<file path="src/rtl/snake_pixel_renderer_pkg.sv">
// Shared constants for the snake renderer: headings, grid geometry, reset
// position, palette and FSM state encodings.
package snake_pixel_renderer_pkg;

    localparam logic [1:0] DIR_UP    = 2'b00;
    localparam logic [1:0] DIR_RIGHT = 2'b01;
    localparam logic [1:0] DIR_DOWN  = 2'b10;
    localparam logic [1:0] DIR_LEFT  = 2'b11;

    localparam int GRID_W     = 40;
    localparam int GRID_H     = 30;
    localparam int CELL_SHIFT = 4;

    localparam int HEAD_X0 = 20;
    localparam int HEAD_Y0 = 15;

    localparam logic [11:0] COL_BG     = 12'h048;
    localparam logic [11:0] COL_BODY   = 12'hFF0;
    localparam logic [11:0] COL_HEAD   = 12'hF80;
    localparam logic [11:0] COL_TARGET = 12'hF00;
    localparam logic [11:0] COL_DEAD   = 12'h888;

    localparam logic ST_PLAY = 1'b0;
    localparam logic ST_DEAD = 1'b1;

    typedef struct packed {
        logic [5:0] x;
        logic [4:0] y;
    } cell_t;

    // Opposite headings differ only in the top bit (up/down, right/left).
    function automatic logic [1:0] reverse_dir(input logic [1:0] d);
        return d ^ 2'b10;
    endfunction

endpackage

</file>
<file path="src/rtl/snake_pixel_renderer_next_head.sv">
// Combinational head step: filters a reversing request, then steps one cell
// with toroidal wrap-around on both axes.
module snake_next_head
    import snake_pixel_renderer_pkg::*;
(
    input  logic [5:0] head_x,
    input  logic [4:0] head_y,
    input  logic [1:0] cur_dir,
    input  logic [1:0] req_dir,
    output logic [1:0] new_dir,
    output logic [5:0] next_x,
    output logic [4:0] next_y
);

    always_comb begin
        // NOTE: every output gets a default before the case so no path leaves it unassigned (no latch).
        new_dir = (req_dir == reverse_dir(cur_dir)) ? cur_dir : req_dir;
        next_x  = head_x;
        next_y  = head_y;
        case (new_dir)
            DIR_UP:    next_y = (head_y == 5'd0) ? 5'(GRID_H - 1) : head_y - 5'd1;
            DIR_RIGHT: next_x = (head_x == 6'(GRID_W - 1)) ? 6'd0 : head_x + 6'd1;
            DIR_DOWN:  next_y = (head_y == 5'(GRID_H - 1)) ? 5'd0 : head_y + 5'd1;
            default:   next_x = (head_x == 6'd0) ? 6'(GRID_W - 1) : head_x - 6'd1;
        endcase
    end

endmodule

</file>
<file path="src/rtl/snake_pixel_renderer.sv">
// Snake game core: segment shift register, growth/collision detection and a
// registered pixel-to-colour lookup feeding the VGA interface.
module snake_pixel_renderer
    import snake_pixel_renderer_pkg::*;
#(
    parameter int MAX_LEN  = 16,
    parameter int INIT_LEN = 4
) (
    input  logic        CLK,
    input  logic        RESET,
    input  logic        MOVE_TICK,
    input  logic [1:0]  DIRECTION,
    input  logic [5:0]  TARGET_X,
    input  logic [4:0]  TARGET_Y,
    input  logic [9:0]  ADDRH,
    input  logic [8:0]  ADDRV,
    output logic [11:0] COLOUR,
    output logic        TARGET_REACHED,
    output logic [5:0]  SNAKE_LENGTH,
    output logic        FAILED
);

    cell_t       seg [MAX_LEN];
    logic        state;
    logic [1:0]  heading;
    logic [1:0]  new_dir;
    cell_t       next_cell;
    cell_t       target_cell;
    cell_t       pix_cell;

    logic        move;
    logic        grow;
    logic        collide;
    logic        do_shift;
    logic [5:0]  coll_lim;
    logic [MAX_LEN-1:0] coll_hit;
    logic [MAX_LEN-1:0] body_hit;

    logic        in_grid;
    logic        head_hit;
    logic        target_hit;
    logic [11:0] colour_d;

    snake_next_head u_next_head (
        .head_x  (seg[0].x),
        .head_y  (seg[0].y),
        .cur_dir (heading),
        .req_dir (DIRECTION),
        .new_dir (new_dir),
        .next_x  (next_cell.x),
        .next_y  (next_cell.y)
    );

    assign target_cell = '{x: TARGET_X, y: TARGET_Y};
    assign move        = MOVE_TICK && (state == ST_PLAY);
    assign grow        = (next_cell == target_cell);
    // The tail cell is free on a plain move because it shifts away this tick.
    assign coll_lim    = grow ? SNAKE_LENGTH : SNAKE_LENGTH - 6'd1;

    assign pix_cell.x  = 6'(ADDRH >> CELL_SHIFT);
    assign pix_cell.y  = 5'(ADDRV >> CELL_SHIFT);
    assign in_grid     = (ADDRH < 10'(GRID_W << CELL_SHIFT)) && (ADDRV < 9'(GRID_H << CELL_SHIFT));

    for (genvar i = 0; i < MAX_LEN; i++) begin : g_match
        assign coll_hit[i] = (seg[i] == next_cell) && (6'(i) < coll_lim);
        assign body_hit[i] = (i >= 1) && (seg[i] == pix_cell) && (6'(i) < SNAKE_LENGTH);
    end

    assign collide    = |coll_hit;
    assign do_shift   = move && !collide;
    assign head_hit   = (seg[0] == pix_cell);
    assign target_hit = (target_cell == pix_cell);

    always_comb begin
        colour_d = COL_BG;
        if (in_grid) begin
            if (head_hit)
                colour_d = (state == ST_DEAD) ? COL_DEAD : COL_HEAD;
            else if (|body_hit)
                colour_d = (state == ST_DEAD) ? COL_DEAD : COL_BODY;
            else if (target_hit)
                colour_d = COL_TARGET;
        end
    end

    // NOTE: only the INIT_LEN live segments take a reset value; higher entries are never read until shifted into.
    always_ff @(posedge CLK) begin
        if (RESET) begin
            for (int i = 0; i < MAX_LEN; i++) begin
                if (i < INIT_LEN) begin
                    seg[i].x <= 6'(HEAD_X0 - i);
                    seg[i].y <= 5'(HEAD_Y0);
                end
            end
        end else if (do_shift) begin
            seg[0] <= next_cell;
            for (int i = 1; i < MAX_LEN; i++)
                seg[i] <= seg[i-1];
        end
    end

    // NOTE: non-blocking assignments keep every register reading pre-edge values.
    always_ff @(posedge CLK) begin
        if (RESET) begin
            state          <= ST_PLAY;
            heading        <= DIR_RIGHT;
            SNAKE_LENGTH   <= 6'(INIT_LEN);
            TARGET_REACHED <= 1'b0;
            COLOUR         <= 12'h000;
        end else begin
            TARGET_REACHED <= 1'b0;
            COLOUR         <= colour_d;
            if (move) begin
                heading <= new_dir;
                if (collide) begin
                    state <= ST_DEAD;
                end else if (grow) begin
                    TARGET_REACHED <= 1'b1;
                    if (SNAKE_LENGTH < 6'(MAX_LEN))
                        SNAKE_LENGTH <= SNAKE_LENGTH + 6'd1;
                end
            end
        end
    end

    assign FAILED = (state == ST_DEAD);

endmodule

</file>
<file path="config.mk">
export PLATFORM = sky130hd
export DESIGN_NAME = snake_pixel_renderer
export DESIGN_NICKNAME = d
export VERILOG_FILES = /design/src/rtl/snake_pixel_renderer_pkg.sv /design/src/rtl/snake_pixel_renderer_next_head.sv /design/src/rtl/snake_pixel_renderer.sv
export SDC_FILE = /design/constraint.sdc
export NUM_CORES = 1
export LEC_CHECK = 0
export ABC_AREA = 1
export CAP_MARGIN = 20
export CORE_ASPECT_RATIO = 1.75
export CORE_MARGIN = 3
export CORE_UTILIZATION = 63
export CTS_BUF_LIST = sky130_fd_sc_hd__clkbuf_2 sky130_fd_sc_hd__clkbuf_4 sky130_fd_sc_hd__clkbuf_8
export CTS_CLUSTER_SIZE = 25
export DETAILED_ROUTE_END_ITERATION = 10
export GPL_TIMING_DRIVEN = 0
export PLACE_DENSITY_LB_ADDON = 0.1
export RECOVER_POWER = 100
export SETUP_SLACK_MARGIN = 0.2
export SLEW_MARGIN = 20
export SYNTH_ARGS = -nofsm -noshare
export SYNTH_HDL_FRONTEND = slang
export SYNTH_SLANG_ARGS = --single-unit
</file>
<file path="constraint.sdc">
create_clock -name CLK -period 5.4 [get_ports CLK]
set_input_delay 1.08 -clock CLK [delete_from_list [all_inputs] [get_ports CLK]]
set_output_delay 1.08 -clock CLK [all_outputs]
set_load 0.1 [all_outputs]
</file>
# Yosys cells after proc, flatten, opt, wreduce, memory -nomap -nowiden
# Memories as Yosys holds them, arrays and structs flattened.
# Cells that the tools add are included.
# op_classes
n_addsub,6
order_cmp,34
eq_ne,39
muxes,24
bitwise,9
reduce_logical,45
# op_table
op,count
$eq 11x11->1,34
$lt 4x6->1 const A,16
$mux 11,6
$lt 3x6->1 const A,8
$mux 12,3
$logic_and 1x1->1,34
$lt 2x6->1 const A,4
$lt 1x6->1 const A,3
$mux 6,3
$reduce_or 18->1,1
$reduce_or 16->1,1
$reduce_or 15->1,1
$add 6x1->6 const B,2
$pmux 6 s2,1
$sub 6x1->6 const B,2
$lt 10x10->1 const B,1
$mux 5,2
$pmux 5 s2,1
$lt 9x9->1 const B,1
$mux 7,1
$eq 6x6->1 const B,1
$logic_not 6->1,1
$lt 6x5->1 const B,1
$mux 1,6
15 further kinds,23
# word_totals
reg_bits,22
ramBits,176
input_bits,35
out_inout_bits,20
wordCells,164
mem_count,1
# memory_table
name,depth,word_bits,read_ports,rd_clocked_by_memory_dff,write_ports,line_no,text
seg,16,11,16,0,16,snake_pixel_renderer.sv:23,cell_t seg [MAX_LEN];

# Logic depth before layout (Yosys ltp)
# logic_depth
ltp_word,17
mapped_depth,29

# Modules after synthesis
# A second synthesis with hierarchy kept.
# unflattened
hier_cells,1326
hier_area_um2,12384.4
# by_module_without_submodules
mod,instances,cells_per_inst,area_each_um2
snake_pixel_renderer,1,1187,11639.9
snake_next_head,1,139,744.5

# Least setup slack after synthesis
# OpenSTA, ideal clock, no wires.
# synth_path
path_kind,in2reg
startpoint,in DIRECTION[0]
endpoint,"mem seg[0][0] in the netlist's numbering, enable pin"
t_arrival_ps,4427
required_ps,4998
setup_slack_ps,570
path_stages,26
cell_sequence,buf_6 inv_6 nand2_2 nand2_1 nand2_1 nand2_2 buf_6 nand3_4 nand2_4 nand2_1 nand2_1 nand3_1 nor2_4 nand3_4 nand2_1 nand2_1 nor2_4 buf_6 nand3_1 nand3_1 nand2_1 nor2_1 nand2_1 nor2_4 nand2_1 nand2_1
# synth_lines
element,line_no,text
from (decl),snake_pixel_renderer.sv:12,"input logic [1:0] DIRECTION,"
to (decl),snake_pixel_renderer.sv:23,

==> impl_metrics.csv <==
group,metric,value,unit
timing,setup-violations-final,0,
synthesis,synth_largest_area_cell,"edfxtp_1",
critical_path,cp_max_fo,10,
route,drt_iter0_drc,759,
die,die_w,112,um
timing,maxSlewHeadroom,0.320,
die,io_pins,55,
synthesis,ys_warn_count,0,
synthesis,synth_top_area_frac,0.431,
flow_run,cap_violations,0,
die,initial_utilization,0.652,
route,routed_via_density,6.17,
critical_path,slowest_stage,"clkbuf_1",
pwr,peakVddDrop,0.169,mV
place,gp_congestion,0.921,
die,design.core.area,18800,um^2
timing,fin_crit,5.16,ns
synthesis,synth_top_family_by_area,"XOR/XNOR gates",
route,ant_nets,0,
critical_path,cp.arrival,5.38,ns
synthesis,synthArstFlopShare,0,
critical_path,crit_path_cell_trace,"dlygate4sd3_1 -> inv_1 -> nand2_1 -> nand2_1 -> nand3_1 -> nand3_4 -> buf_2 -> xnor2_1 -> nor4_1 -> nand4_1 -> nor2_1 -> nand2_1 -> nand2_1 -> nor2_1 -> nand2_1 -> nor2_4 -> nand3_4 -> clkbuf_1 -> nor2_1",
timing,finalHoldViolations,0,
final_layout,area_growth,8.94,%
critical_path,critPathLaunch,"DIRECTION[1]",
final_layout,multiInputGateArea,5970,um^2
route,drc_errors,0,
route,routed_wl,36.0,mm
timing,finClkSkew,0.0118,ns
critical_path,r2r_setup_slack,0.49,ns
global_route,antenna_found_initial,0,
clock_network,cts_setup_buffers,0,
critical_path,crit_required,5.61,ns
timing,whs,0.479,ns
outcome,status,"completed",
final_layout,post-route-util,0.710,
global_route,grt_pass1_wl,54.2,mm
critical_path,r2r-start,"seg[0][0]",
synthesis,synth-edff-count,176,
synthesis,synth_cell_types,48,
synthesis,synth_compound_area_frac,0.0319,
critical_path,cp_common_cell,"nand2_1",
critical_path,crit_type,"input port to flop",
global_route,grt_max_degree,72,
synthesis,synth_fa_ha_area_frac,0.00917,
clock_network,insertion_delay,0.49,ns
global_route,grtUsageTotal,0.343,
critical_path,startpoint_type,"input port",
route,firstDrtPassIters,5,
synthesis,synthFlopType,"edfxtp_1",
timing,fin_crit_sh,0.956,
timing,rsz0062_at_grt,"no",
critical_path,end_kind,"flop",
global_route,first_global_vias,9890,
hold_path,hold_class,"flop to flop",
final_layout,fillCellCount,1463,
synthesis,synth_mux_area_frac,0,
synthesis,postSynthAreaPerCell,9.57,um^2
timing,fmax,194,MHz
synthesis,yosysSeqAreaShare,0.457,
pwr,p_leak,5.15,nW
synthesis,syn_inst,1282,
hold_path,holdCritStartpoint,"SNAKE_LENGTH[5]",
synthesis,synthesis.area,12300,um^2
final_layout,drive_above_1_share,0.0711,
final_layout,nets,1382,
final_layout,final_common_cell,"nand2_1",
route,num_vias,9804,
critical_path,cpPeakStageDelay,0.56,ns
critical_path,r2r_cells,22,
route,wl_per_cell,22.6,um
final_layout,antenna_cells,0,
die,die_y,191,um
critical_path,r2r_end,"seg[1][4]",
pwr,p_per_area,262,nW/um^2
clock_network,cts_tree,"built",
clock_network,cts_root_buf,"clkbuf_8",
clock_network,clk_path_buf_depth,2,
synthesis,yosys.area_share.simple,0.222,
clock_network,cts.clk_slew.worst_paths,0.09,ns
synthesis,ys_ff_latch,192,
synthesis,synthTopCellsByArea,"edfxtp_1, xor2_1, xnor2_1",
critical_path,crit_path_end,"seg[1][4]",
timing,worst_slew_pin_slew,1.02,ns
place,io_buffers,31,
die,die-area,21300,um^2
die,rows,66,
timing,slew_viol_final,0,
clock_network,numCtsBuffers,17,
global_route,grt.overflow.total,0,
final_layout,final_cell_mix,"nand2_1, edfxtp_1, xor2_1",
clock_network,cts_hold_buf,0,
clock_network,h-tree-depth,4,
clock_network,cts_sinks,192,
place,detailed_place_hpwl,26.8,mm
synthesis,synthXorXnorAreaFrac,0.223,
final_layout,register_area,5610,um^2
-- timing repair --
action / CTS / global route
setup endpoints to repair: 141 / 185
cloned: 1 / 2
hold endpoints to repair: 0 / 0
resized for setup: 2 / 8
-- worst max-delay path: cells and delay by family --
| family | cells | cell delay, ns |
|---|---|---|
| AND/OR/NAND/NOR | 14 | 2.63 |
| buffers and inverters | 4 | 1.54 |
| XOR/XNOR | 1 | 0.10 |
-- through the flow --
step | setup slack [ns] | setup TNS [ns] | cell area (um^2) | power [mW] | cells
after detailed placement | -0.601 | -81.44 | 12900 | 2.57 | 1554
after global routing | 0.121 | 0 | 13400 | 3.62 | 1589
after global placement | -0.714 | -127.21 | 12900 | 2.55 | 1553
after CTS | 0.277 | 0 | 13300 | 3.49 | 1587
after floorplan | 0.570 | 0 | 12300 | 2.35 | 1284
final | 0.239 | 0 | 13400 | 3.50 | 1589
-- sequential cells by signal, indices dropped and copies added, names as in the netlist --
signal and count:
heading 2, COLOUR 6, seg 176, SNAKE_LENGTH 6, TARGET_REACHED 1, FAILED 1
-- final cells by class --
type / count / area share
multi-input cells: 929 / 0.446
well taps: 238 / 0.0223
clock inverters: 12 / 0.00880
repair buffers: 35 / 0.0305
flip-flops and latches: 192 / 0.419
inverters: 108 / 0.0314
clock buffers: 20 / 0.0192
plain buffers: 55 / 0.0224
-- worst min-delay path by stage --
stage	endpoint	cells past startpoint
floorplan	seg[4][5]	0
global placement	seg[3][5]	0
detailed placement	SNAKE_LENGTH[5]	2
CTS	SNAKE_LENGTH[5]	2
global route	seg[4][5]	0
finish	SNAKE_LENGTH[5]	2
-- logic make-up after synthesis --
group / Yosys count
compound gates: 62
xor+xnor: 313
fa+ha+maj: 9
buf+inv: 163
flops: 192
other cells: 1
simple gates: 542
-- synth_stat cells, drive strengths merged, types with 5 or more instances --
cell type	number
nand2	223
edfxtp	176
xor2	174
xnor2	139
inv	105
nor2	99
nand3	90
nand4	64
buf	33
nor4	32
clkbuf	22
a21oi	18
nor3	17
dfxtp	16
o21ai	16
ha	9
nand3b	8
o22ai	8
a221oi	6
or2	5
-- power by group --
part,internal [mW],switching (mW),leakage [nW]
combinational,0.277,0.511,3.21
sequential,1.70,0.0766,1.74
clock,0.421,0.514,0.197
total,2.40,1.10,5.15
-- layer usage --
layer,GRT usage,wire length (um)
met4,0.311,3920
met2,0.606,18400
met3,0.0403,2050
met1,0.350,11600
met5,0,0
Note: power is estimated with default switching activity, not from simulation.
